File: config.mk
export PLATFORM = sky130hd
export DESIGN_NAME = cpu_phase_controller_flat
export DESIGN_NICKNAME = d
export VERILOG_FILES = /design/src/rtl/cpu_phase_controller_if.sv /design/src/rtl/cpu_phase_controller.sv /design/src/flat_wrapper.sv
export SDC_FILE = /design/constraint.sdc
export NUM_CORES = 1
export LEC_CHECK = 0
export ABC_AREA = 1
export CORE_AREA = 2 2 39 41
export CTS_BUF_LIST = sky130_fd_sc_hd__clkbuf_16
export DETAILED_ROUTE_END_ITERATION = 12
export DIE_AREA = 0 0 41 43
export PLACE_DENSITY = 0.75
export SLEW_MARGIN = 0
export SYNTH_ARGS = -nofsm -noshare
export SYNTH_HDL_FRONTEND = slang
export SYNTH_SLANG_ARGS = --single-unit
File: constraint.sdc
create_clock -name clk -period 3.6 [get_ports clk]
set_input_delay 0.9 -clock clk [delete_from_list [all_inputs] [get_ports clk]]
set_output_delay 0.9 -clock clk [all_outputs]
set_load 0.02 [all_outputs]
File: src/rtl/cpu_phase_controller_if.sv
// Control bundle between the phase sequencer and the CPU datapath/memory.
// The master side is the sequencer; the slave side is the datapath it steers.
interface cpu_phase_controller_if;
  logic       en;
  logic [2:0] opcode;
  logic       zero;
  logic       mem_ready;
  logic       sel;
  logic       rd;
  logic       ld_ir;
  logic       ld_ac;
  logic       ld_pc;
  logic [1:0] inc_pc;
  logic       data_e;
  logic       wr;
  logic       halt;
  logic [2:0] phase;
  logic       instr_done;

  modport master (
    input  en, opcode, zero, mem_ready,
    output sel, rd, ld_ir, ld_ac, ld_pc, inc_pc, data_e, wr, halt, phase, instr_done
  );

  modport slave (
    output en, opcode, zero, mem_ready,
    input  sel, rd, ld_ir, ld_ac, ld_pc, inc_pc, data_e, wr, halt, phase, instr_done
  );
endinterface

File: src/rtl/cpu_phase_controller.sv
// Eight-phase instruction sequencer for the 5-bit-address RISC CPU.
// Outputs are decoded combinationally from phase, halted flag, opcode, zero and mem_ready.
module cpu_phase_controller (
  input  logic                          clk,
  input  logic                          rst,
  cpu_phase_controller_if.master        bus
);

  typedef enum logic [2:0] {
    INST_ADDR  = 3'd0,
    INST_FETCH = 3'd1,
    INST_LOAD  = 3'd2,
    IDLE       = 3'd3,
    OP_ADDR    = 3'd4,
    OP_FETCH   = 3'd5,
    ALU_OP     = 3'd6,
    STORE      = 3'd7
  } phase_e;

  localparam logic [2:0] OPC_HLT = 3'd0;
  localparam logic [2:0] OPC_SKZ = 3'd1;
  localparam logic [2:0] OPC_ADD = 3'd2;
  localparam logic [2:0] OPC_AND = 3'd3;
  localparam logic [2:0] OPC_XOR = 3'd4;
  localparam logic [2:0] OPC_LDA = 3'd5;
  localparam logic [2:0] OPC_STO = 3'd6;
  localparam logic [2:0] OPC_JMP = 3'd7;

  phase_e     phase_q, phase_d;
  logic       halted_q, halted_d;

  logic       is_alu, is_sto, is_jmp, is_hlt, is_skz;
  logic       advance;
  logic       sel, rd, ld_ir, ld_ac, ld_pc, data_e, wr, halt, instr_done;
  logic [1:0] inc_pc;

  always_comb begin
    is_hlt = (bus.opcode == OPC_HLT);
    is_skz = (bus.opcode == OPC_SKZ);
    is_sto = (bus.opcode == OPC_STO);
    is_jmp = (bus.opcode == OPC_JMP);
    is_alu = (bus.opcode == OPC_ADD) || (bus.opcode == OPC_AND) ||
             (bus.opcode == OPC_XOR) || (bus.opcode == OPC_LDA);
  end

  always_ff @(posedge clk or posedge rst) begin
    if (rst) begin
      phase_q  <= INST_ADDR;
      halted_q <= 1'b0;
    end else begin
      phase_q  <= phase_d;
      halted_q <= halted_d;
    end
  end

  // Only the wait-capable phases (INST_ADDR, INST_FETCH, OP_FETCH, STORE) and a
  // HLT in OP_ADDR can hold; once halted nothing moves until reset.
  always_comb begin
    advance = 1'b1;
    case (phase_q)
      INST_ADDR:  advance = bus.en;
      INST_FETCH: advance = bus.mem_ready;
      OP_ADDR:    advance = !is_hlt;
      OP_FETCH:   advance = !is_alu || bus.mem_ready;
      STORE:      advance = !is_sto || bus.mem_ready;
      default:    advance = 1'b1;
    endcase
    if (halted_q) advance = 1'b0;

    phase_d  = advance ? phase_e'(phase_q + 3'd1) : phase_q;
    halted_d = halted_q || (phase_q == OP_ADDR && is_hlt);
  end

  always_comb begin
    sel        = 1'b0;
    rd         = 1'b0;
    ld_ir      = 1'b0;
    ld_ac      = 1'b0;
    ld_pc      = 1'b0;
    inc_pc     = 2'd0;
    data_e     = 1'b0;
    wr         = 1'b0;
    halt       = 1'b0;
    instr_done = 1'b0;
    if (halted_q) begin
      halt = 1'b1;
    end else begin
      case (phase_q)
        INST_ADDR: sel = 1'b1;
        INST_FETCH: begin
          sel = 1'b1;
          rd  = 1'b1;
        end
        INST_LOAD, IDLE: begin
          sel   = 1'b1;
          rd    = 1'b1;
          ld_ir = 1'b1;
        end
        OP_ADDR: begin
          if (is_hlt) halt = 1'b1;
          else        inc_pc = (is_skz && bus.zero) ? 2'd2 : 2'd1;
        end
        OP_FETCH: rd = is_alu;
        ALU_OP: begin
          rd     = is_alu;
          data_e = is_sto;
        end
        STORE: begin
          rd         = is_alu;
          ld_ac      = is_alu;
          ld_pc      = is_jmp;
          data_e     = is_sto;
          wr         = is_sto;
          instr_done = advance;
        end
        default: ;
      endcase
    end
  end

  assign bus.sel        = sel;
  assign bus.rd         = rd;
  assign bus.ld_ir      = ld_ir;
  assign bus.ld_ac      = ld_ac;
  assign bus.ld_pc      = ld_pc;
  assign bus.inc_pc     = inc_pc;
  assign bus.data_e     = data_e;
  assign bus.wr         = wr;
  assign bus.halt       = halt;
  assign bus.phase      = phase_q;
  assign bus.instr_done = instr_done;

endmodule

File: src/flat_wrapper.sv
// flat-port wrapper written by rule: the top's interface ports become plain ports
module cpu_phase_controller_flat 
  (clk, rst, bus_en, bus_opcode, bus_zero, bus_mem_ready, bus_sel, bus_rd, bus_ld_ir, bus_ld_ac, bus_ld_pc, bus_inc_pc, bus_data_e, bus_wr, bus_halt, bus_phase, bus_instr_done);
  cpu_phase_controller_if bus_i ();
  input  logic clk;
  input  logic rst;
  input wire logic [$bits(bus_i.en)-1:0] bus_en;
  input wire logic [$bits(bus_i.opcode)-1:0] bus_opcode;
  input wire logic [$bits(bus_i.zero)-1:0] bus_zero;
  input wire logic [$bits(bus_i.mem_ready)-1:0] bus_mem_ready;
  output wire logic [$bits(bus_i.sel)-1:0] bus_sel;
  output wire logic [$bits(bus_i.rd)-1:0] bus_rd;
  output wire logic [$bits(bus_i.ld_ir)-1:0] bus_ld_ir;
  output wire logic [$bits(bus_i.ld_ac)-1:0] bus_ld_ac;
  output wire logic [$bits(bus_i.ld_pc)-1:0] bus_ld_pc;
  output wire logic [$bits(bus_i.inc_pc)-1:0] bus_inc_pc;
  output wire logic [$bits(bus_i.data_e)-1:0] bus_data_e;
  output wire logic [$bits(bus_i.wr)-1:0] bus_wr;
  output wire logic [$bits(bus_i.halt)-1:0] bus_halt;
  output wire logic [$bits(bus_i.phase)-1:0] bus_phase;
  output wire logic [$bits(bus_i.instr_done)-1:0] bus_instr_done;
  assign bus_i.en = bus_en;
  assign bus_i.opcode = bus_opcode;
  assign bus_i.zero = bus_zero;
  assign bus_i.mem_ready = bus_mem_ready;
  assign bus_sel = bus_i.sel;
  assign bus_rd = bus_i.rd;
  assign bus_ld_ir = bus_i.ld_ir;
  assign bus_ld_ac = bus_i.ld_ac;
  assign bus_ld_pc = bus_i.ld_pc;
  assign bus_inc_pc = bus_i.inc_pc;
  assign bus_data_e = bus_i.data_e;
  assign bus_wr = bus_i.wr;
  assign bus_halt = bus_i.halt;
  assign bus_phase = bus_i.phase;
  assign bus_instr_done = bus_i.instr_done;
  cpu_phase_controller u_core (.clk(clk), .rst(rst), .bus(bus_i));
endmodule
==> out/metrics.yaml <==
yosysMostFrequentCell: "nand2_1"
p_leak_uw: 0.000411
dp_hpwl_um: 886
nNetsFinal: 113
htreeDepth: 1
syn-cell-area_um2: 465
area_growth_pct: 66.1
numCtsBuffers: 3
syn_nets: 87
fin_skew_ns: 0.00197
status: "finished, final reports clean"
crit_top_cell: "clkdlybuf4s50_1"
io_buffers: 21
max_stage_delay_ns: 0.65
synthArstFlopShare_pct: 100
yosysUniqueCellTypes: 16
ir_worst_vdd_mv: 0.304
startpoint_type: "primary input"
cts_num_sinks: 4
num_vias: 502
hold_path.class: "flip-flop to flip-flop"
timing.rr.end: "u_core.bus.phase[2]"
dieArea_um2: 1760
rows: 14
tritoncts: "built"
crit_start: "bus_opcode[1]"
clk_pin_slew_worst_paths_ns: 0.03
crit_chain: "clkdlybuf4s50_1 > nor2_2 > nand2_1 > o21ai_0 > clkdlybuf4s50_1"
drt_iter0_drc: 2
holdWs_ns: 0.548
critical_path_class: "primary input to output pin"
maxCapViolations: 0
yosysWarnings: 0
maxSlewViolCount: 0
max_freq_mhz: 293
postCtsSetupBuffers: 0
die_w_um: 41
cts-root-buf: "clkbuf_16"
syn_inst: 73
r2r.worst_path.cells: 10
fp.dieH_um: 43
worstHoldPathCells: 2
vias_per_cell: 4.44
clk_latency_ns: 0.22
crit_path_max_fanout: 4
synth_top_area_share_pct: 21.5
final_antenna_net_count: 0
min_period_ns: 3.41
drt_pre_antenna_iters: 2
synth_seq_cells: 4
synth-seq-area-share_pct: 21.5
critPathSlowestCell: "clkdlybuf4s50_1"
fillers: 137
grt_pass1_wl_mm: 1.90
track_usage_pct: 15.7
synth_edf_count: 0
clock_path_buffers: 2
antenna_found_initial: 0
worst_pin_slew_ns: 0.246
end_kind: "output pin"
period_share_pct: 94.8
wirelength_mm: 1.07
p_per_area_nw_per_um2: 302
initial_core_util_pct: 33.6
worstPathRequired_ns: 2.70
grt_setup_unrepaired: "no"
drive_gt1_share_pct: 11.3
ys.flop_type: "dfrtp_1"
gp_congestion: 0.800
drcViolationCount: 0
grt_pass1_vias: 479
slew_headroom_pct: 83.4
setup_viol: 0
yosys-top-cells-count: "21 x nand2_1, 12 x inv_1, 6 x ha_1, 6 x nand3_1, 5 x nor2_1"
grt_remaining_overflow: 0
arrival_ns: 2.51
hold_viol_final: 0
yosysTopAreaCell: "dfrtp_1"
ioPinCount: 22
tns_ns: 0
n_antenna_cell: 0
grt_max_degree: 9
worstReg2RegStart: "u_core.bus.phase[0]"
syn_area_per_cell_um2: 6.38
r2r_slack_ns: 2.07
routedWlPerCell_um: 9.44
fp.coreArea_um2: 1380
hold_path_end: "u_core.bus.phase[1]"
min_from: "u_core.bus.phase[1]"
netlist_top_cells_area: "dfrtp_1 22%, nand2_1 17%, ha_1 16%"
==> per-layer routing <==
layer,vias up,routed length (µm),global-route usage (%)
li1,277,-,-
met2,13,488,19.7
met4,0,23,10.0
met3,3,48,3.66
met5,-,0,0
met1,209,507,23.1
==> flip-flops by register name (all words and copies together) (netlist names) <==
register	flops
u_core.bus.phase	3
u_core.halted_q	1
==> cell type report <==
type / count / area, µm² / share of cell area (%)
clock buffer: 3 / 75.1 / 9.71
inverter: 13 / 48.8 / 6.31
multi-input combinational: 56 / 317 / 40.9
sequential: 4 / 100 / 12.9
tap: 16 / 20.0 / 2.59
timing repair buffer: 21 / 213 / 27.5
==> stage by stage <==
| stage | setup WS [ns] | total power [µW] | cells | util [%] | instance area [µm²] |
|---|---|---|---|---|---|
| after CTS | 0.0352 | 236 | 113 | 55.7 | 771 |
| after global placement | 0.0685 | 61.3 | 110 | 50.3 | 696 |
| after global routing | 0.106 | 241 | 113 | 55.9 | 773 |
| final | 0.188 | 233 | 113 | 55.9 | 773 |
| after floorplan | 1.02 | 52.4 | 73 | - | 465 |
| after detailed placement | 0.0559 | 61.4 | 110 | 50.3 | 696 |
==> cells by family after synthesis <==
logic type	after synthesis	synth area share [%]
AND/OR/NAND/NOR	45	46.5
adder cells (fa/ha/maj)	6	16.1
AO/OA/AOI/OAI	5	5.38
flip-flops	4	21.5
buffers and inverters	13	10.5
==> power breakdown <==
| group | internal [µW] | switching, µW |
|---|---|---|
| clock network | 142 | 30.5 |
| logic | 8.84 | 6.76 |
| registers | 45.3 | 0 |
| total | 196 | 37.2 |
==> worst max-delay path, delay by kind of cell <==
kind                   cells  cell delay (ns)
AOI/OAI and AO/OA          1             0.24
buffers and inverters      2             1.08
and+or+nand+nor            2             0.29
==> what timing repair did <==
action                                  CTS  global route
endpoints found under the hold margin     0             0
resized for setup                         0             1
endpoints found under the setup margin    0             1
hold buffers                              0             0
==> how the worst max path moves through the flow <==
stage / endpoint / cells after the start
CTS: bus_instr_done / 10
floorplan: bus_instr_done / 7
detailed placement: bus_instr_done / 10
global route: bus_rd / 7
global placement: bus_instr_done / 10
finish: bus_halt / 5
==> cell usage in the layout, fill, tap and decap left out, types with 2 or more instances in the layout <==
cell type	netlist	final
ha_1	6	6
nand2_4	2	2
clkbuf_16	0	3
nand2_2	2	2
clkdlybuf4s50_1	0	20
inv_1	12	12
nor2_1	5	5
nor3_1	4	4
dfrtp_1	4	4
nor2_2	2	2
a21oi_1	4	4
nand2_1	21	21
nand3_1	6	6
Power figures use the tool's default switching activity.
